==> src/rtl/pc_unit_pkg.sv <==
// Shared types and constants for the PC / EPC unit.
// Holds the exception sequencer states, cause codes and the address width.
package pc_unit_pkg;

    localparam int XLEN = 32;

    typedef enum logic [1:0] {
        IDLE   = 2'd0,
        SAVE   = 2'd1,
        VECTOR = 2'd2
    } state_t;

    localparam logic [1:0] EXC_OPCODE = 2'd0;
    localparam logic [1:0] EXC_OVF    = 2'd1;
    localparam logic [1:0] EXC_DIV0   = 2'd2;
    localparam logic [1:0] EXC_ALIGN  = 2'd3;

endpackage

==> src/rtl/pc_epc_unit_if.sv <==
// Bundle between the multicycle control/datapath and the PC / EPC unit.
// master: control side (drives pc_next, write enables, exc_req/code);
// slave: the PC unit (drives pc_out, epc_out, cause_out, exc_busy).
interface pc_epc_unit_if;
    import pc_unit_pkg::*;

    logic [XLEN-1:0] pc_next;
    logic            pc_write;
    logic            pc_write_cond;
    logic            branch_ne;
    logic            alu_zero;
    logic            exc_req;
    logic [1:0]      exc_code;
    logic [XLEN-1:0] pc_out;
    logic [XLEN-1:0] epc_out;
    logic [1:0]      cause_out;
    logic            exc_busy;

    modport master (
        output pc_next, pc_write, pc_write_cond, branch_ne,
        output alu_zero, exc_req, exc_code,
        input  pc_out, epc_out, cause_out, exc_busy
    );

    modport slave (
        input  pc_next, pc_write, pc_write_cond, branch_ne,
        input  alu_zero, exc_req, exc_code,
        output pc_out, epc_out, cause_out, exc_busy
    );

endinterface

==> src/rtl/pc_exc_fsm.sv <==
// Exception sequencer IDLE -> SAVE -> VECTOR with cause latch and busy flag.
// Ports: clk, reset_n, pc_we_i, align_fault_i, exc_req_i, exc_code_i in;
// pc_load_o, epc_load_o, vec_load_o, cause_o, busy_o out.
module pc_exc_fsm
    import pc_unit_pkg::*;
(
    input  logic       clk,
    input  logic       reset_n,
    input  logic       pc_we_i,
    input  logic       align_fault_i,
    input  logic       exc_req_i,
    input  logic [1:0] exc_code_i,
    output logic       pc_load_o,
    output logic       epc_load_o,
    output logic       vec_load_o,
    output logic [1:0] cause_o,
    output logic       busy_o
);

    state_t     state_q, state_d;
    logic [1:0] code_q, code_d;
    logic [1:0] cause_q, cause_d;
    logic       busy_q, busy_d;

    always_ff @(posedge clk or negedge reset_n) begin
        if (!reset_n) begin
            state_q <= IDLE;
            code_q  <= 2'd0;
            cause_q <= 2'd0;
            busy_q  <= 1'b0;
        end else begin
            state_q <= state_d;
            code_q  <= code_d;
            cause_q <= cause_d;
            busy_q  <= busy_d;
        end
    end

    always_comb begin
        state_d    = state_q;
        code_d     = code_q;
        cause_d    = cause_q;
        busy_d     = busy_q;
        pc_load_o  = 1'b0;
        epc_load_o = 1'b0;
        vec_load_o = 1'b0;
        unique case (state_q)
            IDLE: begin
                // External request beats both alignment fault and write.
                if (exc_req_i) begin
                    state_d = SAVE;
                    code_d  = exc_code_i;
                    busy_d  = 1'b1;
                end else if (align_fault_i) begin
                    state_d = SAVE;
                    code_d  = EXC_ALIGN;
                    busy_d  = 1'b1;
                end else begin
                    pc_load_o = pc_we_i;
                end
            end
            SAVE: begin
                epc_load_o = 1'b1;
                cause_d    = code_q;
                state_d    = VECTOR;
            end
            VECTOR: begin
                vec_load_o = 1'b1;
                state_d    = IDLE;
                busy_d     = 1'b0;
            end
            default: begin
                state_d = IDLE;
                busy_d  = 1'b0;
            end
        endcase
    end

    assign cause_o = cause_q;
    assign busy_o  = busy_q;

endmodule

==> src/rtl/pc_epc_unit.sv <==
// Architectural PC register with EPC / cause capture and exception redirect.
// Ports: clk, reset_n, bus (pc_epc_unit_if.slave). Optional macro
// PC_ALIGN_CHECK_EN turns misaligned PC writes into cause-3 exceptions.
module pc_epc_unit
    import pc_unit_pkg::*;
#(
    parameter logic [XLEN-1:0] RESET_PC   = 32'h0000_0000,
    parameter logic [XLEN-1:0] EXC_VECTOR = 32'h0000_0100,
    parameter logic [XLEN-1:0] EPC_OFFSET = 32'd4
) (
    input  logic          clk,
    input  logic          reset_n,
    pc_epc_unit_if.slave  bus
);

    logic [XLEN-1:0] pc_q, pc_d;
    logic [XLEN-1:0] epc_q, epc_d;
    logic            pc_we;
    logic            align_fault;
    logic            pc_load;
    logic            epc_load;
    logic            vec_load;
    logic [1:0]      cause;

    assign pc_we = bus.pc_write |
                   (bus.pc_write_cond & (bus.alu_zero ^ bus.branch_ne));

`ifdef PC_ALIGN_CHECK_EN
    assign align_fault = pc_we & (|bus.pc_next[1:0]);
`else
    assign align_fault = 1'b0;
`endif

    pc_exc_fsm u_fsm (
        .clk          (clk),
        .reset_n      (reset_n),
        .pc_we_i      (pc_we),
        .align_fault_i(align_fault),
        .exc_req_i    (bus.exc_req),
        .exc_code_i   (bus.exc_code),
        .pc_load_o    (pc_load),
        .epc_load_o   (epc_load),
        .vec_load_o   (vec_load),
        .cause_o      (cause),
        .busy_o       (bus.exc_busy)
    );

    always_comb begin
        pc_d = pc_q;
        if (vec_load) begin
            pc_d = EXC_VECTOR + {{(XLEN-4){1'b0}}, cause, 2'b00};
        end else if (pc_load) begin
            pc_d = bus.pc_next;
        end
    end

    // PC was already advanced at fetch, so back off to the faulting insn.
    assign epc_d = epc_load ? (pc_q - EPC_OFFSET) : epc_q;

    always_ff @(posedge clk or negedge reset_n) begin
        if (!reset_n) begin
            pc_q  <= RESET_PC;
            epc_q <= '0;
        end else begin
            pc_q  <= pc_d;
            epc_q <= epc_d;
        end
    end

    assign bus.pc_out    = pc_q;
    assign bus.epc_out   = epc_q;
    assign bus.cause_out = cause;

endmodule

==> src/flat_wrapper.sv <==
// flat-port wrapper written by rule: the top's interface ports become plain ports
module pc_epc_unit_flat import pc_unit_pkg::*;
#(
    parameter logic [XLEN-1:0] RESET_PC   = 32'h0000_0000,
    parameter logic [XLEN-1:0] EXC_VECTOR = 32'h0000_0100,
    parameter logic [XLEN-1:0] EPC_OFFSET = 32'd4
)
  (clk, reset_n, bus_pc_next, bus_pc_write, bus_pc_write_cond, bus_branch_ne, bus_alu_zero, bus_exc_req, bus_exc_code, bus_pc_out, bus_epc_out, bus_cause_out, bus_exc_busy);
  pc_epc_unit_if bus_i ();
  input  logic clk;
  input  logic reset_n;
  input wire logic [$bits(bus_i.pc_next)-1:0] bus_pc_next;
  input wire logic [$bits(bus_i.pc_write)-1:0] bus_pc_write;
  input wire logic [$bits(bus_i.pc_write_cond)-1:0] bus_pc_write_cond;
  input wire logic [$bits(bus_i.branch_ne)-1:0] bus_branch_ne;
  input wire logic [$bits(bus_i.alu_zero)-1:0] bus_alu_zero;
  input wire logic [$bits(bus_i.exc_req)-1:0] bus_exc_req;
  input wire logic [$bits(bus_i.exc_code)-1:0] bus_exc_code;
  output wire logic [$bits(bus_i.pc_out)-1:0] bus_pc_out;
  output wire logic [$bits(bus_i.epc_out)-1:0] bus_epc_out;
  output wire logic [$bits(bus_i.cause_out)-1:0] bus_cause_out;
  output wire logic [$bits(bus_i.exc_busy)-1:0] bus_exc_busy;
  assign bus_i.pc_next = bus_pc_next;
  assign bus_i.pc_write = bus_pc_write;
  assign bus_i.pc_write_cond = bus_pc_write_cond;
  assign bus_i.branch_ne = bus_branch_ne;
  assign bus_i.alu_zero = bus_alu_zero;
  assign bus_i.exc_req = bus_exc_req;
  assign bus_i.exc_code = bus_exc_code;
  assign bus_pc_out = bus_i.pc_out;
  assign bus_epc_out = bus_i.epc_out;
  assign bus_cause_out = bus_i.cause_out;
  assign bus_exc_busy = bus_i.exc_busy;
  pc_epc_unit #(.RESET_PC(RESET_PC), .EXC_VECTOR(EXC_VECTOR), .EPC_OFFSET(EPC_OFFSET)) u_core (.clk(clk), .reset_n(reset_n), .bus(bus_i));
endmodule
==> config.mk <==
export PLATFORM = sky130hd
export DESIGN_NAME = pc_epc_unit_flat
export DESIGN_NICKNAME = d
export VERILOG_FILES = /design/src/rtl/pc_unit_pkg.sv /design/src/rtl/pc_epc_unit_if.sv /design/src/rtl/pc_exc_fsm.sv /design/src/rtl/pc_epc_unit.sv /design/src/flat_wrapper.sv
export SDC_FILE = /design/constraint.sdc
export NUM_CORES = 1
export LEC_CHECK = 0
export ABC_AREA = 0
export CAP_MARGIN = 20
export CORE_MARGIN = 2
export CORE_UTILIZATION = 35
export CTS_BUF_LIST = sky130_fd_sc_hd__clkbuf_4 sky130_fd_sc_hd__clkbuf_8
export CTS_CLUSTER_DIAMETER = 100
export DETAILED_ROUTE_END_ITERATION = 8
export GPL_TIMING_DRIVEN = 1
export MAX_ROUTING_LAYER = met4
export PLACE_DENSITY = 0.67
export SLEW_MARGIN = 20
export SYNTH_ARGS = -nofsm -noshare
export SYNTH_HDL_FRONTEND = slang
export SYNTH_SLANG_ARGS = --single-unit
==> constraint.sdc <==
create_clock -name clk -period 2.4 [get_ports clk]
set_input_delay 0.48 -clock clk [delete_from_list [all_inputs] [get_ports clk]]
set_output_delay 0.48 -clock clk [all_outputs]
set_load 0.01 [all_outputs]
======== Yosys cells after proc, flatten, opt, wreduce, memory -nomap -nowiden ========
Cells that the tools add are included.
storage, ports and cells
  memory bits (read-only) ................. 0
  bits in latches ......................... 0
  bits in writable memories ............... 0
  word-level logic and storage cells ...... 29
  memories kept ........................... 0
  output and inout port bits .............. 67
  input port bits ......................... 41
  flip-flop bits (word level) ............. 71
operators by class
  shifts and indexed selects .............. 0
  bitwise gates (word level) .............. 4
  reductions and logical operators ........ 4
  multiplexer cells ....................... 10
  $mul .................................... 0
  eq/ne operators ......................... 3
  magnitude comparators ................... 0
  add/sub/neg operators ................... 2
  divide/modulo/power cells ............... 0
operators by type and width
  kind                     count
  $mux W32                 2
  $sub A32 B3 Y32 const B  1
  $add A9 B4 Y10 const A   1
  $mux W1                  5
  $pmux W2 S2              1
  $reduce_and A2 Y1        2
  $eq A2 B1 Y1 const B     1
  $eq A2 B2 Y1 const B     1
  $logic_not A2 Y1         1
  $mux W2                  1
  $ne A2 B2 Y1 const B     1
  $pmux W1 S2              1
  $reduce_bool A2 Y1       1
  $and A1 B1 Y1            1
  $not A1 Y1               1
  $or A1 B1 Y1             1
  $xor A1 B1 Y1            1

======== Logic depth before layout (Yosys ltp) ========
  depth after elaboration ................. 7
  mapped depth ............................ 8
  gate-level depth less buffers ........... 6

======== Cells and area by module ========
A second synthesis with hierarchy kept.
unflattened totals
  cell total of the unflattened synthesis .. 338
  area, all modules ....................... 3,423.3 um2
by module, submodules not included
  module       area an instance (um2)  instances  cells each  seq. area each (um2)
  pc_epc_unit  3,135.5                 1          312         1,601.5
  pc_exc_fsm   287.8                   1          26          175.2

======== Least setup slack after synthesis ========
No wires, ideal clock.
  kind .................................... reg2reg
  start ................................... register u_core.pc_q[2] (netlist: u_core.bus.pc_out[2])
  end ..................................... register u_core.epc_q[18] (netlist: u_core.bus.epc_out[18])
  path slack .............................. 0.003 ns
  arrival time ............................ 2.315 ns
  cell stages (with the launch flop) ...... 9
  required time ........................... 2.318 ns
  period minus slack after synthesis ...... 2.397 ns
  setup time .............................. 0.082 ns
  buffers on the path ..................... 2
  cells stage by stage .................... dfrtp_1 > inv_1 > ha_1 > or4b_1 > buf_2 > or3_1 > buf_2 > or4_1 > a31oi_1
on the way
  cells in the longest elaborated chain, start to end .. 1
ends and longest elaborated chain
  what                      RTL line           RTL
  start: declaration        pc_epc_unit.sv:16  logic [XLEN-1:0] pc_q, pc_d;
  start signal: assignment  pc_epc_unit.sv:65  pc_q <= pc_d;
  $sub A32 B3 Y32           pc_epc_unit.sv:58  assign epc_d = epc_load ? (pc_q - EPC_OFFSET) : epc_q;
  end signal: assignment    pc_epc_unit.sv:66  epc_q <= epc_d;
  end: declaration          pc_epc_unit.sv:17  logic [XLEN-1:0] epc_q, epc_d;
Every way passes these cells.
A chain may end at the register's enable or synchronous reset.

======== Final worst setup path ========
  start ................................... register u_core.pc_q[10] (netlist: u_core.bus.pc_out[10])
  end ..................................... register u_core.epc_q[21] (netlist: u_core.bus.epc_out[21])
The elaborated chain is that of the path after synthesis.

==> key figures <==
Floorplanning
  • Die extent in x: 99.7 um
  • Core Area: 0.00881 mm^2
  • Die Span Y: 99.7 um
  • I/O Pins: 108
  • Initial Util: 0.364
  • Num rows: 34
  • Die area: 0.00993 mm^2

Power
  • Sequential Power Share: 0.383
  • Pwr/cell area: a little over 1000 mW/mm^2
  • Internal cell power: 3.28 mW
  • Total power: 4.92 mW
  • Clock power frac: 0.212
  • Leakage power: ~2.0 nW
  • Switching part of the total power: 0.334
  • Psw: 1.64 mW
  • VDD IR max: 358 uV
  • Combinational share of power: 0.405

Critical path
  • Worst R2R Setup Slack: 0.12 ns
  • Worst EP arrival: around 2.6 ns
  • Req. time, crit path: 2.67 ns
  • Origin of the critical flop-to-flop path: u_core.bus.pc_out[10]
  • Critical path peak fanout: 17
  • Setup crit end: u_core.bus.epc_out[21]
  • Reg2reg path depth: 5
  • Reg2reg end: u_core.bus.epc_out[21]
  • CP startpoint: u_core.bus.pc_out[10]
  • CP endpoint kind: flip-flop
  • Critical path class: flip-flop to flip-flop
  • Setup crit start kind: flip-flop

GRT
  • Largest net degree at the start of global routing: 72
  • Antenna violations before repair: 0
  • Total grt overflow: 0
  • Tot GR Track Use: 0.184
  • Vias in the first global route: 2785
  • First-pass GRT wire length: 14000 um

Synth
  • Synth unique cells: 37
  • Mean Syn Cell Area: 10.4 um^2
  • Yosys reg bits: 71
  • Predominant post-synthesis flop cell: dfrtp_1
  • Yosys warnings: 0
  • Seq/Total Area, Yosys: 0.555
  • Post-synth EDFFs: 0
  • Gate Count Post-Synth: just over 300
  • Mapped Area: 0.00320 mm^2
  • FFs w/ async S/R, synth: 1.00
  • Total nets after synthesis: 350

CTS
  • CTS H-tree depth: 3
  • CTS tree: yes
  • Clock root buffer master: clkbuf_8
  • Clock latency on the worst-skew pair: ~0.35 ns
  • Worst-path clk slew: about 0.08 ns
  • # clock sinks: 71
  • CTS Buffer Depth: 2
  • Hold_buf cts: 0
  • Num CTS Buffers: 9

Cells and area
  • Final Non-Filler Cells: 544
  • Filler cells: 811
  • Core Util, Final: 0.540
  • Share of post-route cells with drive strength above 1: 0.122
  • Synth-to-Final Area Change: 48.4%
  • Nets: 473
  • # diodes: 0

Placement
  • Hpwl dp: between 6000 and 7000 um
  • Port bufs: 107
  • # placed instances: 528
  • RD Place Congestion: 0.776

Run status
  • Status: finished clean

Route
  • Top routing layer used: met4
  • 1st-iter DRT viols: 138
  • Met2 WL post-DR: 4150 um
  • Total iterations of the first detailed-routing run: 4
  • Metal-1 WL: 4070 um
  • Routed WL per cell: 16.1 um
  • Routed length on met3: 427 um
  • Vias: ~2900
  • Vias/cell: ~5.3
  • ANT nets after route: 0
  • Drt drc: 0
  • WL final: ~8700 um

STA
  • Period minus WS final: 2.28 ns
  • Setup TNS: 0 ns
  • Slew Limit Fails: 0
  • Final hold violation count: 0
  • Unrepaired setup endpoints after global routing: no
  • Worst slew margin: 0.411
  • Slew @ Worst Pin: 0.883 ns
  • Setup-failing EPs final: 0
  • Final period util: 0.951
  • Clock Skew: 0.0123 ns
  • Max Fclk: 438 MHz

Min path
  • Hold crit path type: input pin to asynchronous set/reset pin

Flow run
  • Max Cap Viol: 0
repair_timing:
action                     CTS  global route
setup endpoints to repair    0             7
resized for setup            0             2
setup buffers                0             0
critical path, stage by stage (launching register included):
cell     delay, ns
dfrtp_1       0.39
or4_4         0.56
or4_1         0.47
buf_4         0.20
or4_1         0.40
a31oi_1       0.17
cells in the final DEF (no fill, tap or decap), drive strengths merged, types with 2 or more instances in the layout:
cell type and instances:
nor4 9, clkinv 3, mux2 2, or3 9, or2 4, xnor2 8
o31ai 9, o21ai 15, nand4b 4, nor2 28, clkbuf 10, nand4 2
inv 6, bufinv 2, nand2 29, nand2b 2, a31oi 18, or4 14
clkinvlp 2, buf 28, nand3 2, o41ai 4, a22o 29, nor3 5
clkdlybuf4s50 106, dfrtp 71, a221o 2, a21oi 2
power groups by stage:
stage | Clock, mW | Sequential (mW) | Combinational (mW)
CTS | 1.06 | 1.89 | 2.01
global route | 1.11 | 1.95 | 2.16
floorplan | 0 | 2.03 | 0.701
detailed placement | 0 | 1.90 | 2.01
global placement | 0 | 1.89 | 1.98
finish | 1.04 | 1.88 | 1.99
state kept, by name, summed over array words and instances (netlist names):
| name | cells |
|---|---|
| u_core.u_fsm.busy_o | 1 |
| u_core.u_fsm.cause_o | 2 |
| u_core.u_fsm.state_q | 2 |
| u_core.bus.pc_out | 32 |
| u_core.u_fsm.code_q | 2 |
| u_core.bus.epc_out | 32 |
how the worst min path moves through the flow:
| stage | start | endpoint | slack [ns] | cells after the start |
|---|---|---|---|---|
| global placement | u_core.u_fsm.code_q[0] | u_core.u_fsm.cause_o[0] | 0.45 | 2 |
| detailed placement | u_core.u_fsm.code_q[0] | u_core.u_fsm.cause_o[0] | 0.46 | 2 |
| CTS | reset_n | u_core.bus.pc_out[27] | 0.28 | 1 |
| global route | reset_n | u_core.bus.pc_out[27] | 0.31 | 1 |
| finish | reset_n | u_core.bus.pc_out[27] | 0.25 | 1 |
| floorplan | reset_n | u_core.bus.epc_out[0] | 0.18 | 0 |
kinds of logic after synthesis:
| family | after synthesis | synth area share |
|---|---|---|
| AOI/OAI and AO/OA | 84 | 0.192 |
| xor gates and xnor gates | 9 | 0.0246 |
| adders and majority gates | 1 | 0.00391 |
| buffers and inverters | 29 | 0.0359 |
| DFF | 71 | 0.555 |
| muxes | 2 | 0.00703 |
| and+or+nand+nor | 112 | 0.182 |
per-stage QoR:
step                      hold slack [ns]  cell area [um^2]  setup WS (ns)
after floorplan                     0.184              3200        0.00288
after global placement              0.453              4530          0.101
after detailed placement            0.459              4530         0.0323
after CTS                           0.278              4740         0.0217
after global routing                0.315              4750         0.0270
final                               0.247              4750          0.117
synth_stat cells (6+ instances only):
cell / n / area share
o31ai_1: 9 / 0.021
nor4_1: 9 / 0.018
dfrtp_1: 71 / 0.55
nor2_1: 28 / 0.033
a22o_1: 29 / 0.079
or4_1: 14 / 0.033
clkbuf_1: 17 / 0.020
xnor2_1: 8 / 0.022
or3_1: 9 / 0.018
a31oi_1: 18 / 0.035
o21ai_0: 15 / 0.023
inv_1: 6 / 0.0070
nand2_1: 29 / 0.034
metal layers:
layer / vias up / global-route usage
met5: - / -
met4: 0 / 0.0558
li1: 1396 / -
met1: 1398 / 0.246
met3: 11 / 0.0379
met2: 89 / 0.285
layout make-up:
class                      instances  area, um^2  share of cell area
multi-input combinational        208        1330               0.279
clock buffer                      10         131              0.0276
sequential                        71        1780               0.374
tap                              108         135              0.0284
clock inverter                     6        85.1              0.0179
timing repair buffer             134        1270               0.268
inverter                           7        26.3             0.00553
Note: power is estimated with default switching activity, not from simulation.
